[src/rtl/sort_share_arbiter_if.sv]
// Signal bundle between two requesters, the shared sorter and sort_share_arbiter.
// slave is the arbiter's view; master is the surrounding requester/sorter side.
interface sort_share_arbiter_if #(
   parameter int DATA_W = 8
);
   // requester side
   logic [1:0]        req;
   logic [1:0]        r_in_valid;
   logic [DATA_W-1:0] r_in_data0;
   logic [DATA_W-1:0] r_in_data1;
   logic [1:0]        gnt;
   logic [1:0]        out_valid;
   logic [DATA_W-1:0] out_data;
   logic [1:0]        done;
   logic              err;
   logic              busy;
   // sorter side
   logic              s_in_valid;
   logic [DATA_W-1:0] s_in_data;
   logic              s_out_valid;
   logic [DATA_W-1:0] s_out_data;

   modport slave (
      input  req, r_in_valid, r_in_data0, r_in_data1, s_out_valid, s_out_data,
      output gnt, out_valid, out_data, done, err, busy, s_in_valid, s_in_data
   );

   modport master (
      output req, r_in_valid, r_in_data0, r_in_data1, s_out_valid, s_out_data,
      input  gnt, out_valid, out_data, done, err, busy, s_in_valid, s_in_data
   );
endinterface

[src/rtl/sort_share_arbiter.sv]
// Round-robin share of one streaming sorter between two requesters: forwards the
// owner's burst, watchdogs the sort, and routes the sorted burst back to the owner.
module sort_share_arbiter #(
   parameter int DATA_W  = 8,
   parameter int MAX_N   = 256,
   parameter int TIMEOUT = 1300500
) (
   input  logic                clk,
   input  logic                rst,
   sort_share_arbiter_if.slave io_bus
);

   localparam int CNT_W  = $clog2(MAX_N + 1);
   localparam int WDOG_W = $clog2(TIMEOUT + 1);

   typedef enum logic [1:0] {
      S_IDLE,
      S_LOAD,
      S_WAIT,
      S_DRAIN
   } state_t;

   state_t            r_state,      w_state_nxt;
   logic              r_owner,      w_owner_nxt;
   logic              r_rr,         w_rr_nxt;
   logic [CNT_W-1:0]  r_n_items,    w_n_items_nxt;
   logic [CNT_W-1:0]  r_n_out,      w_n_out_nxt;
   logic [WDOG_W-1:0] r_wdog,       w_wdog_nxt;
   logic              r_ovf,        w_ovf_nxt;

   logic [1:0]        r_gnt,        w_gnt_nxt;
   logic [1:0]        r_out_valid,  w_out_valid_nxt;
   logic [DATA_W-1:0] r_out_data,   w_out_data_nxt;
   logic [1:0]        r_done,       w_done_nxt;
   logic              r_err,        w_err_nxt;
   logic              r_busy,       w_busy_nxt;
   logic              r_s_in_valid, w_s_in_valid_nxt;
   logic [DATA_W-1:0] r_s_in_data,  w_s_in_data_nxt;

   logic              w_pick;
   logic              w_own_valid;
   logic [DATA_W-1:0] w_own_data;
   logic              w_own_req;
   logic [1:0]        w_own_onehot;
   logic              w_job_end;

   // Preferred requester wins; otherwise the other one (only used when req != 0).
   assign w_pick       = io_bus.req[r_rr] ? r_rr : ~r_rr;
   assign w_own_valid  = io_bus.r_in_valid[r_owner];
   assign w_own_data   = r_owner ? io_bus.r_in_data1 : io_bus.r_in_data0;
   assign w_own_req    = io_bus.req[r_owner];
   assign w_own_onehot = {r_owner, ~r_owner};

   // NOTE: every signal written here gets a default first, so no path can infer a latch.
   always_comb begin
      w_state_nxt      = r_state;
      w_owner_nxt      = r_owner;
      w_rr_nxt         = r_rr;
      w_n_items_nxt    = r_n_items;
      w_n_out_nxt      = r_n_out;
      w_wdog_nxt       = r_wdog;
      w_ovf_nxt        = r_ovf;
      w_gnt_nxt        = r_gnt;
      w_out_valid_nxt  = '0;
      w_out_data_nxt   = '0;
      w_done_nxt       = '0;
      w_err_nxt        = 1'b0;
      w_s_in_valid_nxt = 1'b0;
      w_s_in_data_nxt  = '0;
      w_job_end        = 1'b0;

      case (r_state)
         S_IDLE: begin
            if (io_bus.req != 2'b00) begin
               w_owner_nxt   = w_pick;
               w_gnt_nxt     = {w_pick, ~w_pick};
               w_n_items_nxt = '0;
               w_n_out_nxt   = '0;
               w_ovf_nxt     = 1'b0;
               w_state_nxt   = S_LOAD;
            end
         end

         S_LOAD: begin
            if (w_own_valid) begin
               // A full sorter drops further beats; the job still completes, flagged.
               if (r_n_items == CNT_W'(MAX_N)) begin
                  w_ovf_nxt = 1'b1;
               end else begin
                  w_s_in_valid_nxt = 1'b1;
                  w_s_in_data_nxt  = w_own_data;
                  w_n_items_nxt    = r_n_items + CNT_W'(1);
               end
            end else if (r_n_items != '0) begin
               w_wdog_nxt  = '0;
               w_state_nxt = S_WAIT;
            end else if (!w_own_req) begin
               w_err_nxt = 1'b1;
               w_job_end = 1'b1;
            end
         end

         S_WAIT: begin
            if (io_bus.s_out_valid) begin
               w_out_valid_nxt = w_own_onehot;
               w_out_data_nxt  = io_bus.s_out_data;
               w_n_out_nxt     = CNT_W'(1);
               if (r_n_items == CNT_W'(1)) begin
                  w_done_nxt = w_own_onehot;
                  w_err_nxt  = r_ovf;
                  w_job_end  = 1'b1;
               end else begin
                  w_state_nxt = S_DRAIN;
               end
            end else if (r_wdog == WDOG_W'(TIMEOUT - 1)) begin
               w_err_nxt = 1'b1;
               w_job_end = 1'b1;
            end else begin
               w_wdog_nxt = r_wdog + WDOG_W'(1);
            end
         end

         S_DRAIN: begin
            if (io_bus.s_out_valid) begin
               w_out_valid_nxt = w_own_onehot;
               w_out_data_nxt  = io_bus.s_out_data;
               w_n_out_nxt     = r_n_out + CNT_W'(1);
               if (r_n_out + CNT_W'(1) == r_n_items) begin
                  w_done_nxt = w_own_onehot;
                  w_err_nxt  = r_ovf;
                  w_job_end  = 1'b1;
               end
            end else begin
               // Short return: the owner is still released with done, but flagged.
               w_done_nxt = w_own_onehot;
               w_err_nxt  = 1'b1;
               w_job_end  = 1'b1;
            end
         end

         default: begin
            w_state_nxt = S_IDLE;
         end
      endcase

      if (w_job_end) begin
         w_state_nxt = S_IDLE;
         w_gnt_nxt   = 2'b00;
         w_rr_nxt    = ~r_owner;
      end

      w_busy_nxt = (w_state_nxt != S_IDLE);
   end

   // NOTE: sequential state uses non-blocking assignments so every register samples pre-edge values.
   always_ff @(posedge clk or posedge rst) begin
      if (rst) begin
         r_state      <= S_IDLE;
         r_owner      <= 1'b0;
         r_rr         <= 1'b0;
         r_n_items    <= '0;
         r_n_out      <= '0;
         r_wdog       <= '0;
         r_ovf        <= 1'b0;
         r_gnt        <= '0;
         r_out_valid  <= '0;
         r_out_data   <= '0;
         r_done       <= '0;
         r_err        <= 1'b0;
         r_busy       <= 1'b0;
         r_s_in_valid <= 1'b0;
         r_s_in_data  <= '0;
      end else begin
         r_state      <= w_state_nxt;
         r_owner      <= w_owner_nxt;
         r_rr         <= w_rr_nxt;
         r_n_items    <= w_n_items_nxt;
         r_n_out      <= w_n_out_nxt;
         r_wdog       <= w_wdog_nxt;
         r_ovf        <= w_ovf_nxt;
         r_gnt        <= w_gnt_nxt;
         r_out_valid  <= w_out_valid_nxt;
         r_out_data   <= w_out_data_nxt;
         r_done       <= w_done_nxt;
         r_err        <= w_err_nxt;
         r_busy       <= w_busy_nxt;
         r_s_in_valid <= w_s_in_valid_nxt;
         r_s_in_data  <= w_s_in_data_nxt;
      end
   end

   assign io_bus.gnt        = r_gnt;
   assign io_bus.out_valid  = r_out_valid;
   assign io_bus.out_data   = r_out_data;
   assign io_bus.done       = r_done;
   assign io_bus.err        = r_err;
   assign io_bus.busy       = r_busy;
   assign io_bus.s_in_valid = r_s_in_valid;
   assign io_bus.s_in_data  = r_s_in_data;

endmodule

[src/flat_wrapper.sv]
// flat-port wrapper written by rule: the top's interface ports become plain ports
module sort_share_arbiter_flat 
#(
   parameter int DATA_W  = 8,
   parameter int MAX_N   = 256,
   parameter int TIMEOUT = 1300500
)
  (clk, rst, io_bus_req, io_bus_r_in_valid, io_bus_r_in_data0, io_bus_r_in_data1, io_bus_s_out_valid, io_bus_s_out_data, io_bus_gnt, io_bus_out_valid, io_bus_out_data, io_bus_done, io_bus_err, io_bus_busy, io_bus_s_in_valid, io_bus_s_in_data);
  sort_share_arbiter_if #(.DATA_W(DATA_W)) io_bus_i ();
  input  logic clk;
  input  logic rst;
  input wire logic [$bits(io_bus_i.req)-1:0] io_bus_req;
  input wire logic [$bits(io_bus_i.r_in_valid)-1:0] io_bus_r_in_valid;
  input wire logic [$bits(io_bus_i.r_in_data0)-1:0] io_bus_r_in_data0;
  input wire logic [$bits(io_bus_i.r_in_data1)-1:0] io_bus_r_in_data1;
  input wire logic [$bits(io_bus_i.s_out_valid)-1:0] io_bus_s_out_valid;
  input wire logic [$bits(io_bus_i.s_out_data)-1:0] io_bus_s_out_data;
  output wire logic [$bits(io_bus_i.gnt)-1:0] io_bus_gnt;
  output wire logic [$bits(io_bus_i.out_valid)-1:0] io_bus_out_valid;
  output wire logic [$bits(io_bus_i.out_data)-1:0] io_bus_out_data;
  output wire logic [$bits(io_bus_i.done)-1:0] io_bus_done;
  output wire logic [$bits(io_bus_i.err)-1:0] io_bus_err;
  output wire logic [$bits(io_bus_i.busy)-1:0] io_bus_busy;
  output wire logic [$bits(io_bus_i.s_in_valid)-1:0] io_bus_s_in_valid;
  output wire logic [$bits(io_bus_i.s_in_data)-1:0] io_bus_s_in_data;
  assign io_bus_i.req = io_bus_req;
  assign io_bus_i.r_in_valid = io_bus_r_in_valid;
  assign io_bus_i.r_in_data0 = io_bus_r_in_data0;
  assign io_bus_i.r_in_data1 = io_bus_r_in_data1;
  assign io_bus_i.s_out_valid = io_bus_s_out_valid;
  assign io_bus_i.s_out_data = io_bus_s_out_data;
  assign io_bus_gnt = io_bus_i.gnt;
  assign io_bus_out_valid = io_bus_i.out_valid;
  assign io_bus_out_data = io_bus_i.out_data;
  assign io_bus_done = io_bus_i.done;
  assign io_bus_err = io_bus_i.err;
  assign io_bus_busy = io_bus_i.busy;
  assign io_bus_s_in_valid = io_bus_i.s_in_valid;
  assign io_bus_s_in_data = io_bus_i.s_in_data;
  sort_share_arbiter #(.DATA_W(DATA_W), .MAX_N(MAX_N), .TIMEOUT(TIMEOUT)) u_core (.clk(clk), .rst(rst), .io_bus(io_bus_i));
endmodule
[config.mk]
export PLATFORM = sky130hd
export DESIGN_NAME = sort_share_arbiter_flat
export DESIGN_NICKNAME = d
export VERILOG_FILES = /design/src/rtl/sort_share_arbiter_if.sv /design/src/rtl/sort_share_arbiter.sv /design/src/flat_wrapper.sv
export SDC_FILE = /design/constraint.sdc
export NUM_CORES = 1
export LEC_CHECK = 0
export CAP_MARGIN = 20
export CORE_MARGIN = 4
export CORE_UTILIZATION = 45
export CTS_BUF_LIST = sky130_fd_sc_hd__clkbuf_4 sky130_fd_sc_hd__clkbuf_8
export DETAILED_ROUTE_END_ITERATION = 8
export PLACE_DENSITY_LB_ADDON = 0.1
export SETUP_SLACK_MARGIN = 0.2
export SLEW_MARGIN = 20
export SYNTH_ARGS = -nofsm -noshare
export SYNTH_HDL_FRONTEND = slang
export SYNTH_SLANG_ARGS = --single-unit
[constraint.sdc]
create_clock -name clk -period 2.2 [get_ports clk]
set_clock_uncertainty 0.05 [all_clocks]
set_input_delay 0.44 -clock clk [delete_from_list [all_inputs] [get_ports clk]]
set_output_delay 0.44 -clock clk [all_outputs]
set_load 0.05 [all_outputs]
* Word level (Yosys, flattened, before mapping)
Index checks and enable logic that the tools add are counted.
** Word-level totals
- Output and inout bits :: 25
- Logic and storage cells :: 119
- Bits in latches :: 0
- Memories kept :: 0
- Memory bits (read-only) :: 0
- Bits in registers :: 69
- Memory bits (writable) :: 0
- Input port bits :: 31
** Cells by class
- Multipliers :: 0
- Reduce and logical (&&, ||, !) cells :: 16
- Shifts and indexed selects :: 0
- Mux-type cells :: 63
- Add/subtract/negate cells :: 3
- Eq/ne operators :: 17
- Divide/modulo/power cells :: 0
- Magnitude comparators :: 2
- Bitwise gates (word level) :: 3
** Operators by type and width (count)
- two-way mux 21 bit :: 4
- two-way mux 8 bit :: 6
- two-way mux 9 bit :: 5
- case mux 21 bit (2 select lines) :: 1
- two-way mux 2 bit :: 15
- case mux 9 bit (3 select lines) :: 1
- two-way mux 1 bit :: 25
- adder 21 x 1 -> 21 bit, second input constant :: 1
- == test 21 bit, second input constant :: 1
- adder 9 x 1 -> 9 bit, second input constant :: 2
- case mux 9 bit (2 select lines) :: 1
- inequality test 2 bit, second input constant :: 6
- AND reduction 4 bit :: 3
- nonzero test 2 bit :: 6
- == test 9 x 1 -> 1 bit, second input constant :: 1
- == test 9 bit :: 1
- == test 9 bit, second input constant :: 1
- nonzero test 9 bit :: 1
- inequality test 2 x 1 -> 1 bit, second input constant :: 4
- case mux 1 bit (3 select lines) :: 2
- case mux 2 bit (3 select lines) :: 1
- AND reduction 5 bit :: 1
- == test 2 bit, second input constant :: 2
- < comparator 1 x 2 -> 1 bit, second input constant :: 2
- 8 further kinds :: 11

* Depth between registers and ports, before layout
- Depth after elaboration :: 8
- Depth in mapped cells :: 8
- Mapped depth without buffers :: 8

* Worst setup path after synthesis
Ideal clock, no wire load.
- Path type :: register to register
- Start point :: register u_core.r_n_out[0]
- End point :: register u_core.r_rr
- Path buffers :: 1
- Slack :: 34 ps
- Data required time :: 2004 ps
- Stages on the path, launching flop included :: 9
- Arrival time :: 1970 ps
- Clock period less this slack :: 2166 ps
- Setup time :: 146 ps
- Cells stage by stage :: dfrtp_1 -> ha_1 -> clkbuf_2 -> o21ba_2 -> a221oi_1 -> a21oi_1 -> a2111oi_4 -> a21bo_4 -> o221ai_1
** Between the ends
- Cells in the longest elaborated chain, start to end :: 5
** Ends and longest elaborated chain
- from (decl) :: RTL line sort_share_arbiter.sv:27 : logic [CNT_W-1:0] r_n_out, w_n_out_nxt;
- from (signal assigned) :: RTL line sort_share_arbiter.sv:178 : r_n_out <= w_n_out_nxt;
- adder 9 x 1 -> 9 bit :: RTL line sort_share_arbiter.sv:128 : if (r_n_out + CNT_W'(1) == r_n_items) begin
- == test 9 bit :: RTL line sort_share_arbiter.sv:128
- two-way mux 1 bit :: RTL line sort_share_arbiter.sv:128
- two-way mux 1 bit :: RTL line sort_share_arbiter.sv:124 : if (io_bus.s_out_valid) begin
- case mux 1 bit (3 select lines) :: RTL line sort_share_arbiter.sv:72 : case (r_state)
- to (signal assigned) :: RTL line sort_share_arbiter.sv:176 : r_rr <= w_rr_nxt;
- to (decl) :: RTL line sort_share_arbiter.sv:25 : logic r_rr, w_rr_nxt;
Every way passes these cells.
A chain may end at the register's enable or synchronous reset.

* Worst setup path in the final report
Same ends and word-level chain as after synthesis.

==> results_dict.tcl <==
set metrics [dict create \
    status "finished, final reports clean" \
    antenna_found_initial 0 \
    yosysTopAreaCell "dfrtp_1" \
    clock-sinks 69 \
    n_antenna_cell 0 \
    power_mw 4.72 \
    antenna_left 0 \
    grt_pass1_wl_mm 14.7 \
    drc 0 \
    critPathRequiredTime_ps 2370 \
    ys_ff_latch 69 \
    first_global_vias 3007 \
    min_path_type "primary input to async pin" \
    multiInputGateArea_um2 1980 \
    vias 3152 \
    rsz0062_at_grt "true" \
    fp-row-count 32 \
    fp.dieW_um 98.1 \
    crit_slowest_cell "dfrtp_1" \
    first_pass_iters 4 \
    powerDensity_nw_per_um2 933 \
    drtIter0Drc 130 \
    gr-usage-all-layers 0.191 \
    crit_fanout 7 \
    syn_to_final_growth_pct 38.4 \
    slowest_delay_ps 410 \
    fin_area_um2 5060 \
    htreeDepth 3 \
    overflow 0 \
    crit_path_end_kind "flip-flop" \
    start_util 0.468 \
    synth_area_leaders "dfrtp_1, nor2_1, xnor2_1, nand2_1, xor2_1" \
    p_int_mw 2.86 \
    syn_nets 419 \
    viasPerCell 5.40 \
    cts_buffers 9 \
    coreArea_um2 7810 \
    p_leak_nw 2.38 \
    min_period_ps 2070 \
    fin_ws_ps 129 \
    pwr-share-clk 0.216 \
    switching_share 0.394 \
    synth_cell_type_count 58 \
    synth.avg_cell_area_um2 9.54 \
    drv_slew 0 \
    routed_wl_mm 9.09 \
    path_cells "ha_4 -> xor2_1 -> or3_4 -> a2111oi_4 -> a21bo_4 -> o221ai_2" \
    arrival_ps 2240 \
    place_congestion 0.869 \
    async_flop_share 1.00 \
    clk_latency_ps 350 \
    num-fill-cells 637 \
    die_area_um2 9630 \
    slew_headroom 0.608 \
    synth-main-ff-cell "dfrtp_1" \
    worstMarginPinSlew_ps 587 \
    clockBufferDepth 2 \
    synth_edf_count 0 \
    synth_area_um2 3650 \
    maxCapViolCount 0 \
    place_area_um2 4580 \
    io_pins 56 \
    cts-root-buf "clkbuf_8" \
    yosys_warnings 0 \
    fin_nets 515 \
    synth_top_area_frac 0.472 \
    drive_gt1_frac 0.251 \
    seqPwrFrac 0.340 \
    grt_start_max_net_pins 29 \
    finalHoldViolations 0 \
    dpl.hpwl_mm 6.56 \
    power_switching_mw 1.86 \
    netlist_instances 383 \
    io_buffers 55 \
    vdd_ir_drop_max_mv 0.568 \
    wl_per_cell_um 15.6 \
    register_area_um2 1740 \
    cts.clk_slew.worst_paths_ps 80 \
    die_h_um 98.1 \
    ys_seq_area_frac 0.472 \
    setup_tns_ps 0 \
    clock.fmax_mhz 483 \
    dpl_worst_slack_ps -16.1 \
    crit_path_start_kind "flip-flop" \
    comb_power_share 0.443 \
    crit_type "flip-flop to flip-flop" \
    setup_viol 0 \
    cts_tree "built" \
    rr_worst_depth 6 \
    final.period_utilization 0.941 \
]
worst paths after layout:
check	start	endpoint	slack, ps
max in group asynchronous	rst	u_core.r_n_out[5]	1100
worst max register to register	u_core.r_n_out[0]	u_core.r_rr	130
min in group clk	u_core.r_ovf	u_core.io_bus.err	480
worst max-delay path	u_core.r_n_out[0]	u_core.r_rr	130
worst min register to register	u_core.r_ovf	u_core.io_bus.err	480
worst min-delay path	rst	u_core.r_wdog[13]	460
sequential cells by signal (all words and copies together) (netlist names):
| name | flops |
|---|---|
| u_core.r_owner | 1 |
| u_core.r_n_items | 9 |
| u_core.io_bus.busy | 1 |
| u_core.r_rr | 1 |
| u_core.r_wdog | 21 |
| u_core.io_bus.out_data | 8 |
| u_core.io_bus.out_valid | 2 |
| u_core.r_n_out | 9 |
| u_core.r_ovf | 1 |
| u_core.io_bus.err | 1 |
| u_core.io_bus.gnt | 2 |
| u_core.io_bus.s_in_data | 8 |
| u_core.io_bus.s_in_valid | 1 |
| u_core.io_bus.done | 2 |
| u_core.r_state | 2 |
cell families (layout without fill, tap and decap cells):
logic type	after synthesis	count (layout)	synth area share
simple gates	167	167	0.223
flops	69	69	0.472
mux	10	10	0.0274
fa+ha+maj	5	5	0.0171
compound gates	65	65	0.131
xor+xnor	34	34	0.0835
buf+inv	33	132	0.0452
per-layer routing:
| layer | part of all wire | vias up | GRT usage |
|---|---|---|---|
| met5 | 0 | - | 0 |
| met4 | 0.010 | 0 | 0.0639 |
| met1 | 0.47 | 1515 | 0.259 |
| li1 | - | 1524 | - |
| met3 | 0.070 | 6 | 0.0593 |
| met2 | 0.45 | 107 | 0.292 |
stage by stage:
| step | util | std cells | hold slack, ps |
|---|---|---|---|
| 3_3_place_gp | 0.586 | 561 | 468 |
| 6_report | 0.648 | 584 | 455 |
| 2_1_floorplan | - | 383 | 424 |
| 4_1_cts | 0.619 | 577 | 451 |
| 3_5_place_dp | 0.586 | 561 | 469 |
| 5_1_grt | 0.648 | 584 | 472 |
final cells by class:
cell class              count  share of cell area
multi-input cells         281               0.391
repair buffers            106               0.194
clock inverters             2             0.00692
flip-flops and latches     69               0.343
well taps                 102              0.0252
clock buffers              12              0.0302
inverters                  12             0.00964
Yosys cell counts, types with 2 or more instances:
cell,n
o31ai_1,2
buf_6,3
nand4_1,11
nand3_1,20
o21ai_0,16
and2_1,2
a22o_1,2
nor2_1,59
buf_2,10
o2111ai_1,4
a21oi_1,14
nor4_1,6
dfrtp_1,69
o41ai_1,2
nand2_1,33
xnor2_1,19
inv_1,12
nor2b_1,2
nand2b_1,2
xor2_1,14
and3_1,11
and3_2,2
nor3_1,4
a211oi_1,10
or3_1,4
clkbuf_1,4
mux2i_1,10
ha_1,5
clkbuf_2,2
cell usage in the layout (no fill, tap or decap), types with 13 or more instances in the layout:
cell type,count
nand3_1,16
xor2_1,13
clkdlybuf4s50_1,39
o21ai_0,15
nor2_1,56
dfrtp_1,62
nand2_1,32
buf_4,48
xnor2_1,19
worst max-delay path: cells and delay by family (launching register included):
kind | cells | cell delay (ps)
AOI/OAI and AO/OA | 3 | 720
DFF | 1 | 410
and+or+nand+nor | 1 | 370
xor gates and xnor gates | 1 | 130
adders and majority gates | 1 | 260
power by group through the flow:
stage                     logic (mW)  clock network (mW)  registers [mW]
final                           2.09                1.02            1.61
after global routing            2.27                1.10            1.63
after CTS                       1.98                1.04            1.61
after detailed placement        1.95                   0            1.62
after global placement          1.94                   0            1.62
after floorplan                0.903                   0            1.99
timing repair:
| action | 4_1_cts | 5_1_grt |
|---|---|---|
| pin swaps | 7 | 13 |
| gates resized for setup | 16 | 46 |
| buffers inserted | 2 | 7 |
| setup endpoints to repair | 35 | 43 |
| hold buffers | 0 | 0 |
(Power assumes the default switching activity.)
